File: config.mk
export PLATFORM = sky130hd
export DESIGN_NAME = alu_multicycle
export DESIGN_NICKNAME = d
export VERILOG_FILES = /design/src/rtl/alu_multicycle.sv
export SDC_FILE = /design/constraint.sdc
export NUM_CORES = 1
export LEC_CHECK = 0
export ABC_CLOCK_PERIOD_IN_PS = 3600
export CAP_MARGIN = 15
export CORE_MARGIN = 2
export CORE_UTILIZATION = 41
export CTS_CLUSTER_DIAMETER = 60
export DETAILED_ROUTE_END_ITERATION = 7
export PLACE_DENSITY = 0.58
export SYNTH_ARGS = -nofsm -noshare
export SYNTH_HDL_FRONTEND = slang
export SYNTH_SLANG_ARGS = --single-unit
export TNS_END_PERCENT = 30
File: constraint.sdc
create_clock -name clk_i -period 3.6 [get_ports clk_i]
set_input_delay 0.72 -clock clk_i [delete_from_list [all_inputs] [get_ports clk_i]]
set_output_delay 0.72 -clock clk_i [all_outputs]
set_load 0.005 [all_outputs]
File: src/rtl/alu_multicycle.sv
// Multi-cycle ALU: single-cycle logic/arithmetic ops and bit-serial shifts
// that advance one bit per clock.
module alu_multicycle #(
    parameter int unsigned WIDTH   = 32,
    parameter int unsigned SHAMT_W = 5
) (
    input  logic               clk_i,
    input  logic               rst_i,
    input  logic               start_i,
    input  logic [3:0]         ALUCtrl_i,
    input  logic [WIDTH-1:0]   data1_i,
    input  logic [WIDTH-1:0]   data2_i,
    output logic               busy_o,
    output logic               done_o,
    output logic [WIDTH-1:0]   data_o,
    output logic               zero_o
);

    localparam logic [3:0] OP_ADD = 4'b0010;
    localparam logic [3:0] OP_SUB = 4'b0110;
    localparam logic [3:0] OP_AND = 4'b0000;
    localparam logic [3:0] OP_OR  = 4'b0001;
    localparam logic [3:0] OP_XOR = 4'b0011;
    localparam logic [3:0] OP_SLT = 4'b1000;
    localparam logic [3:0] OP_SLL = 4'b1001;
    localparam logic [3:0] OP_SRL = 4'b1010;
    localparam logic [3:0] OP_SRA = 4'b1011;

    typedef enum logic {
        S_IDLE,
        S_SHIFT
    } state_t;

    typedef enum logic [1:0] {
        SH_SLL,
        SH_SRL,
        SH_SRA
    } shift_t;

    state_t               r_state;
    logic [WIDTH-1:0]     r_acc;
    logic [SHAMT_W-1:0]   r_count;
    shift_t               r_shop;
    logic [WIDTH-1:0]     r_data;
    logic                 r_done;

    state_t               w_state_nxt;
    logic [WIDTH-1:0]     w_acc_nxt;
    logic [SHAMT_W-1:0]   w_count_nxt;
    shift_t               w_shop_nxt;
    logic [WIDTH-1:0]     w_data_nxt;
    logic                 w_done_nxt;

    logic [WIDTH-1:0]     w_alu;
    logic                 w_slt;
    logic                 w_is_shift;
    shift_t               w_shop_dec;
    logic [WIDTH-1:0]     w_acc_shifted;

    // Single-cycle result; shift codes fall to ADD but are never selected here.
    always_comb begin
        w_slt = ($signed(data1_i) < $signed(data2_i));
        case (ALUCtrl_i)
            OP_SUB:  w_alu = data1_i - data2_i;
            OP_AND:  w_alu = data1_i & data2_i;
            OP_OR:   w_alu = data1_i | data2_i;
            OP_XOR:  w_alu = data1_i ^ data2_i;
            OP_SLT:  w_alu = WIDTH'(w_slt);
            default: w_alu = data1_i + data2_i;
        endcase
    end

    // Classify the request and pick the shift flavour.
    always_comb begin
        w_is_shift = 1'b0;
        w_shop_dec = SH_SRA;
        case (ALUCtrl_i)
            OP_SLL: begin
                w_is_shift = 1'b1;
                w_shop_dec = SH_SLL;
            end
            OP_SRL: begin
                w_is_shift = 1'b1;
                w_shop_dec = SH_SRL;
            end
            OP_SRA: begin
                w_is_shift = 1'b1;
                w_shop_dec = SH_SRA;
            end
            default: begin
                w_is_shift = 1'b0;
                w_shop_dec = SH_SRA;
            end
        endcase
    end

    // One-bit step of the accumulator.
    always_comb begin
        case (r_shop)
            SH_SLL:  w_acc_shifted = {r_acc[WIDTH-2:0], 1'b0};
            SH_SRL:  w_acc_shifted = {1'b0, r_acc[WIDTH-1:1]};
            default: w_acc_shifted = {r_acc[WIDTH-1], r_acc[WIDTH-1:1]};
        endcase
    end

    // Next-state and datapath update.
    always_comb begin
        w_state_nxt = r_state;
        w_acc_nxt   = r_acc;
        w_count_nxt = r_count;
        w_shop_nxt  = r_shop;
        w_data_nxt  = r_data;
        w_done_nxt  = 1'b0;
        if (r_state == S_IDLE) begin
            if (start_i) begin
                if (w_is_shift) begin
                    w_state_nxt = S_SHIFT;
                    w_acc_nxt   = data1_i;
                    w_count_nxt = data2_i[SHAMT_W-1:0];
                    w_shop_nxt  = w_shop_dec;
                end else begin
                    w_data_nxt = w_alu;
                    w_done_nxt = 1'b1;
                end
            end
        end else begin
            if (r_count != '0) begin
                w_acc_nxt   = w_acc_shifted;
                w_count_nxt = r_count - SHAMT_W'(1);
            end else begin
                w_data_nxt  = r_acc;
                w_done_nxt  = 1'b1;
                w_state_nxt = S_IDLE;
            end
        end
    end

    // State and result registers.
    always_ff @(posedge clk_i or posedge rst_i) begin
        if (rst_i) begin
            r_state <= S_IDLE;
            r_acc   <= '0;
            r_count <= '0;
            r_shop  <= SH_SLL;
            r_data  <= '0;
            r_done  <= 1'b0;
        end else begin
            r_state <= w_state_nxt;
            r_acc   <= w_acc_nxt;
            r_count <= w_count_nxt;
            r_shop  <= w_shop_nxt;
            r_data  <= w_data_nxt;
            r_done  <= w_done_nxt;
        end
    end

    assign busy_o = (r_state == S_SHIFT);
    assign done_o = r_done;
    assign data_o = r_data;
    assign zero_o = (r_data == '0);

endmodule

## After elaboration in Yosys (flattened, before gate mapping)

Cells that the tools add are included.

| word-level totals | value |
|---|---|
| register bits after elaboration | 73 |
| logic and storage cells | 62 |
| output and inout bits | 35 |

| cells by class | value |
|---|---|
| reduce and logical (&&, ||, !) cells | 11 |
| bitwise gates (word level) | 4 |
| multiplexer cells | 24 |
| equality and inequality tests | 12 |
| $lt $le $gt $ge | 1 |
| add/subtract/negate cells | 3 |

Operators with widths:

| operator | number |
|---|---|
| two-way mux 32 bit | 8 |
| case mux 32 bit (5 select lines) | 1 |
| case mux 32 bit (2 select lines) | 1 |
| adder 32 bit | 1 |
| AND 32 bit | 1 |
| logical NOT 32 bit | 1 |
| < comparator 32 bit | 1 |
| bitwise OR 32 bit | 1 |
| subtractor 32 bit | 1 |
| bitwise XOR 32 bit | 1 |
| two-way mux 5 bit | 4 |
| == test 4 bit (second input constant) | 4 |
| two-way mux 1 bit | 9 |
| AND reduction 3 bit | 3 |
| nonzero test 5 bit | 1 |
| subtractor 5 x 1 -> 5 bit (second input constant) | 1 |
| == test 4 x 1 -> 1 bit (second input constant) | 1 |
| == test 4 x 2 -> 1 bit (second input constant) | 1 |
| == test 4 x 3 -> 1 bit (second input constant) | 1 |
| logical NOT 4 bit | 1 |
| inequality test 2 bit (second input constant) | 2 |
| case mux 2 bit (2 select lines) | 1 |
| AND reduction 4 bit | 1 |
| nonzero test 2 bit | 2 |
| other kinds (6) | 6 |

## Longest topological paths before layout

| depth | value |
|---|---|
| depth in word-level cells | 6 |
| depth in mapped cells | 13 |

## Worst setup path after synthesis

OpenSTA, ideal clock, no wires.

| timing | value |
|---|---|
| path kind | input -> register |
| from | in data1_i[0] |
| to | reg r_data[28] (netlist: data_o[28]) |
| path buffers | 0 |
| arrival | 3,204 ps |
| stages on the path | 13 |
| required time | 3,518 ps |
| path slack | 314 ps |
| cells stage by stage | inv_1 ha_1 inv_1 fa_1 nor2b_1 o211ai_1 a2111oi_2 o31ai_2 o221ai_1 a221o_1 xnor2_1 nand2_1 a31oi_1 |

| on the way | value |
|---|---|
| word-level cells in the longest chain between the ends | 5 |
| elaborated cells on any way between the ends | 6 |
| those cells by class | add/sub (2); mux (4) |

Ends and longest elaborated chain:

| element | line | source |
|---|---|---|
| start: declaration | 11 | `input logic [WIDTH-1:0] data1_i,` |
| adder 32 bit / subtractor 32 bit (equally long branches) | 69, 64 |  |
| case mux 32 bit (5 select lines) (*) | 63 | `case (ALUCtrl_i)` |
| two-way mux 32 bit (*) | 116 | `if (w_is_shift) begin` |
| two-way mux 32 bit (*) | 115 | `if (start_i) begin` |
| two-way mux 32 bit (*) | 114 | `if (r_state == S_IDLE) begin` |
| end signal: assignment | 152 | `r_data <= w_data_nxt;` |
| end: declaration | 44 | `logic [WIDTH-1:0] r_data;` |

Mark *: on every way between the ends. The rest lies on a longest branch, timed or not. The select of a mux whose other input is x is not followed.
A chain may end at the register's enable or synchronous reset.

## Final worst setup path

| timing | value |
|---|---|
| from | in data1_i[0] |
| to | reg r_data[30] (netlist: data_o[30]) |

The elaborated chain is that of the path after synthesis.

==> impl_metrics.py <==
metrics = {
    "detailed_routing": {
        "antenna_left": 0,
        "drt-total-wl_microns": 34800,
        "routed_via_density": 5.85,
        "drt_iter0_markers": 776,
        "drcViolationCount": 0,
        "dr.pass1.iters": 5,
        "drt-wirelength-per-cell_microns": 19.8,
        "num_vias": 10300,
    },
    "pwr": {
        "netSwitchingFraction_pct": 46.2,
        "p_seq_share_pct": 26.2,
        "p_per_area_nw_per_um2": 515,
        "p_clk_share_pct": 16.9,
        "p_leak_nw": 5.39,
        "p_switching_mw": 2.87,
        "vdd_ir_drop_max_mv": 0.390,
        "comb_power_share_pct": 56.8,
        "internal_power_mw": 3.34,
    },
    "worst_setup_path": {
        "required_ns": 3.83,
        "crit_start": "data1_i[0]",
        "critPathCaptureType": "register",
        "start_kind": "input pin",
        "critPathArrivalTime_ns": 3.76,
        "cp_max_fo": 3,
        "r2r_end": "data_o[30]",
        "crit-reg2reg-launch": "busy_o",
        "r2r_setup_slack_ns": 1.34,
        "critPathKind": "input pin to register",
        "rr_worst_depth": 8,
    },
    "timing": {
        "fin_worst_skew_ns": 0.00609,
        "worst_pin_slew_ns": 0.944,
        "relSlewSlack_pct": 36.9,
        "setup_viol": 0,
        "maxSlewViolCount": 0,
        "min_period_ns": 3.53,
        "fmax_mhz": 284,
        "rsz0062_at_grt": "yes",
        "final-hold-violation-count": 0,
        "fin_ws_ns": 0.0734,
        "fin_crit_sh_pct": 98.0,
    },
    "floorplan": {
        "dieHeight_microns": 150,
        "io_pins": 106,
        "die_area_sq_um": 22500,
        "chipWidth_microns": 150,
        "rows": 53,
        "start_util_pct": 41.7,
        "core_area_sq_um": 21000,
    },
    "grt": {
        "grt_remaining_overflow": 0,
        "antenna_found_initial": 0,
        "grt_max_degree": 98,
        "track_usage_pct": 31.4,
        "grt_pass1_wl_microns": 55000,
        "grt_pass1_vias": 10000,
    },
    "placement": {
        "dpl_cell_area_sq_um": 11500,
        "routabilityCongestion": 0.920,
        "portBuffers": 105,
        "dp_slack_ns": -0.506,
        "dpl.cell_count": 1736,
        "dpl.hpwl_microns": 25800,
    },
    "clock_tree": {
        "cts_buffer_depth": 2,
        "root_buffer": "clkbuf_16",
        "hold_buffers": 0,
        "clk_pin_slew_ns": 0.07,
        "cts_sinks": 73,
        "tritoncts": "done",
        "cts_made_buffers": 9,
        "h-tree-depth": 3,
        "clk_latency_ns": 0.36,
    },
    "run": {
        "maxCapViolations": 0,
    },
    "finish": {
        "final_area_sq_um": 12100,
        "final_common_cell": "buf_4",
        "fin_cells": 1755,
        "areaGrowthSynthToFinish_pct": 37.7,
        "layout-drive-gt1-share_pct": 19.3,
        "diodes": 0,
        "n_fill_cell": 1991,
        "final_cell_mix": "200 x buf_4, 167 x a21oi_1, 149 x o21ai_0, 132 x nand2_1, 98 x clkdlybuf4s50_1",
        "finalNetCount": 1646,
    },
    "yosys": {
        "synth_seq_cells": 73,
        "yosysUniqueCellTypes": 73,
        "ys_seq_area_share_pct": 20.9,
        "syn-num-nets": 1407,
        "synth_edf_count": 0,
        "async_flop_share_pct": 100,
        "syn-cell-area_sq_um": 8760,
        "synth_cells": 1236,
        "syn_area_per_cell_sq_um": 7.09,
        "yosys_most_used_dff": "dfrtp_1",
        "yosys_warnings": 0,
    },
    "worst_hold_path": {
        "hp-start": "r_count[1]",
        "whs_path_depth": 2,
        "hold_end": "r_count[1]",
        "hp-class": "register to register",
    },
    "status": {
        "status": "complete, no violations",
    },
}
-- cells by family after synthesis --
family / after synthesis / synth area share, %
AOI/OAI and AO/OA: 500 / 35.4
buffers and inverters: 187 / 8.04
and+or+nand+nor: 356 / 19.1
xor gates and xnor gates: 14 / 1.40
muxes: 6 / 0.700
adders and majority gates: 100 / 14.5
DFF: 73 / 20.9
-- area by class of cell --
cell class | count | area [sq um] | share of cell area (%)
clock buffers | 9 | 225 | 1.87
clock inverters | 7 | 95.1 | 0.788
inverters | 102 | 384 | 3.18
multi-input cells | 976 | 6480 | 53.7
flip-flops and latches | 73 | 1830 | 15.1
well taps | 275 | 344 | 2.85
repair buffers | 313 | 2710 | 22.4
-- layer usage --
metal	vias to the layer above	share of wire [%]	track usage [%]
li1	4928	-	-
met1	4888	45	42.7
met2	392	46	50.5
met3	59	6.5	4.45
met4	0	3.0	11.7
met5	-	0	0
-- Yosys cell counts, types with 6 or more instances --
cell type	number	area, sq um
a21oi_1	171	856
o21ai_0	150	751
nand2_1	133	499
inv_1	101	379
ha_1	98	1230
nor2_1	86	323
clkbuf_1	76	285
dfrtp_1	73	1830
or3_1	22	138
nor3_1	20	100
nor4_1	18	113
o211ai_1	16	120
a31oi_1	12	75.1
nand3_1	12	60.1
xnor2_1	12	105
o21bai_1	11	82.6
o221ai_1	11	96.3
o22ai_1	11	68.8
o31ai_1	11	82.6
a221oi_1	10	87.6
nand4_1	10	62.6
nor2b_1	10	62.6
a21o_1	9	67.6
nand2b_1	9	56.3
a211oi_1	8	60.1
o21a_1	8	60.1
and3_1	7	43.8
buf_1	7	26.3
o2111ai_1	7	61.3
a2111oi_0	6	52.6
o41ai_1	6	52.6
-- what timing repair did --
item                                    CTS  global route
pin swaps                                10            16
gates cloned                              0             0
buffers inserted                          3             0
endpoints found under the setup margin    5            16
gates resized for setup                  17            35
-- critical path, stage by stage --
cell	delay (ns)
clkdlybuf4s50_1	0.51
inv_1	0.07
ha_1	0.21
inv_1	0.07
fa_2	0.23
nor2b_4	0.16
o211ai_1	0.08
buf_4	0.17
buf_4	0.14
a211oi_2	0.22
o31ai_1	0.11
and3_1	0.21
o311a_1	0.31
a2111oi_1	0.42
a31oi_1	0.13
-- sequential cells by signal, summed over array words and instances (netlist names) --
register	cells
busy_o	1
r_shop	2
done_o	1
data_o	32
r_acc	32
r_count	5
-- power by group through the flow --
| stage | sequential [mW] | clock [mW] | combinational (mW) |
|---|---|---|---|
| after floorplan | 1.50 | 0 | 1.97 |
| after global routing | 1.68 | 1.09 | 3.94 |
| final | 1.63 | 1.05 | 3.53 |
| after detailed placement | 1.64 | 0 | 3.45 |
| after global placement | 1.63 | 0 | 3.41 |
| after CTS | 1.62 | 1.06 | 3.48 |
-- worst max-delay path by stage --
stage	end
after global placement	data_o[28]
final	data_o[30]
after CTS	data_o[28]
after global routing	data_o[19]
after detailed placement	data_o[28]
after floorplan	data_o[28]
-- per-stage QoR --
stage | TNS (ns) | util [%] | total power [mW] | hold WS [ns]
floorplan | 0 | - | 3.47 | 0.466
global placement | -5.17 | 54.6 | 5.04 | 0.490
detailed placement | -5.90 | 54.6 | 5.08 | 0.508
CTS | -0.00748 | 56.7 | 6.17 | 0.528
global route | -0.140 | 57.4 | 6.71 | 0.549
finish | 0 | 57.4 | 6.21 | 0.523
No activity file was read; power rests on OpenSTA's default activity.
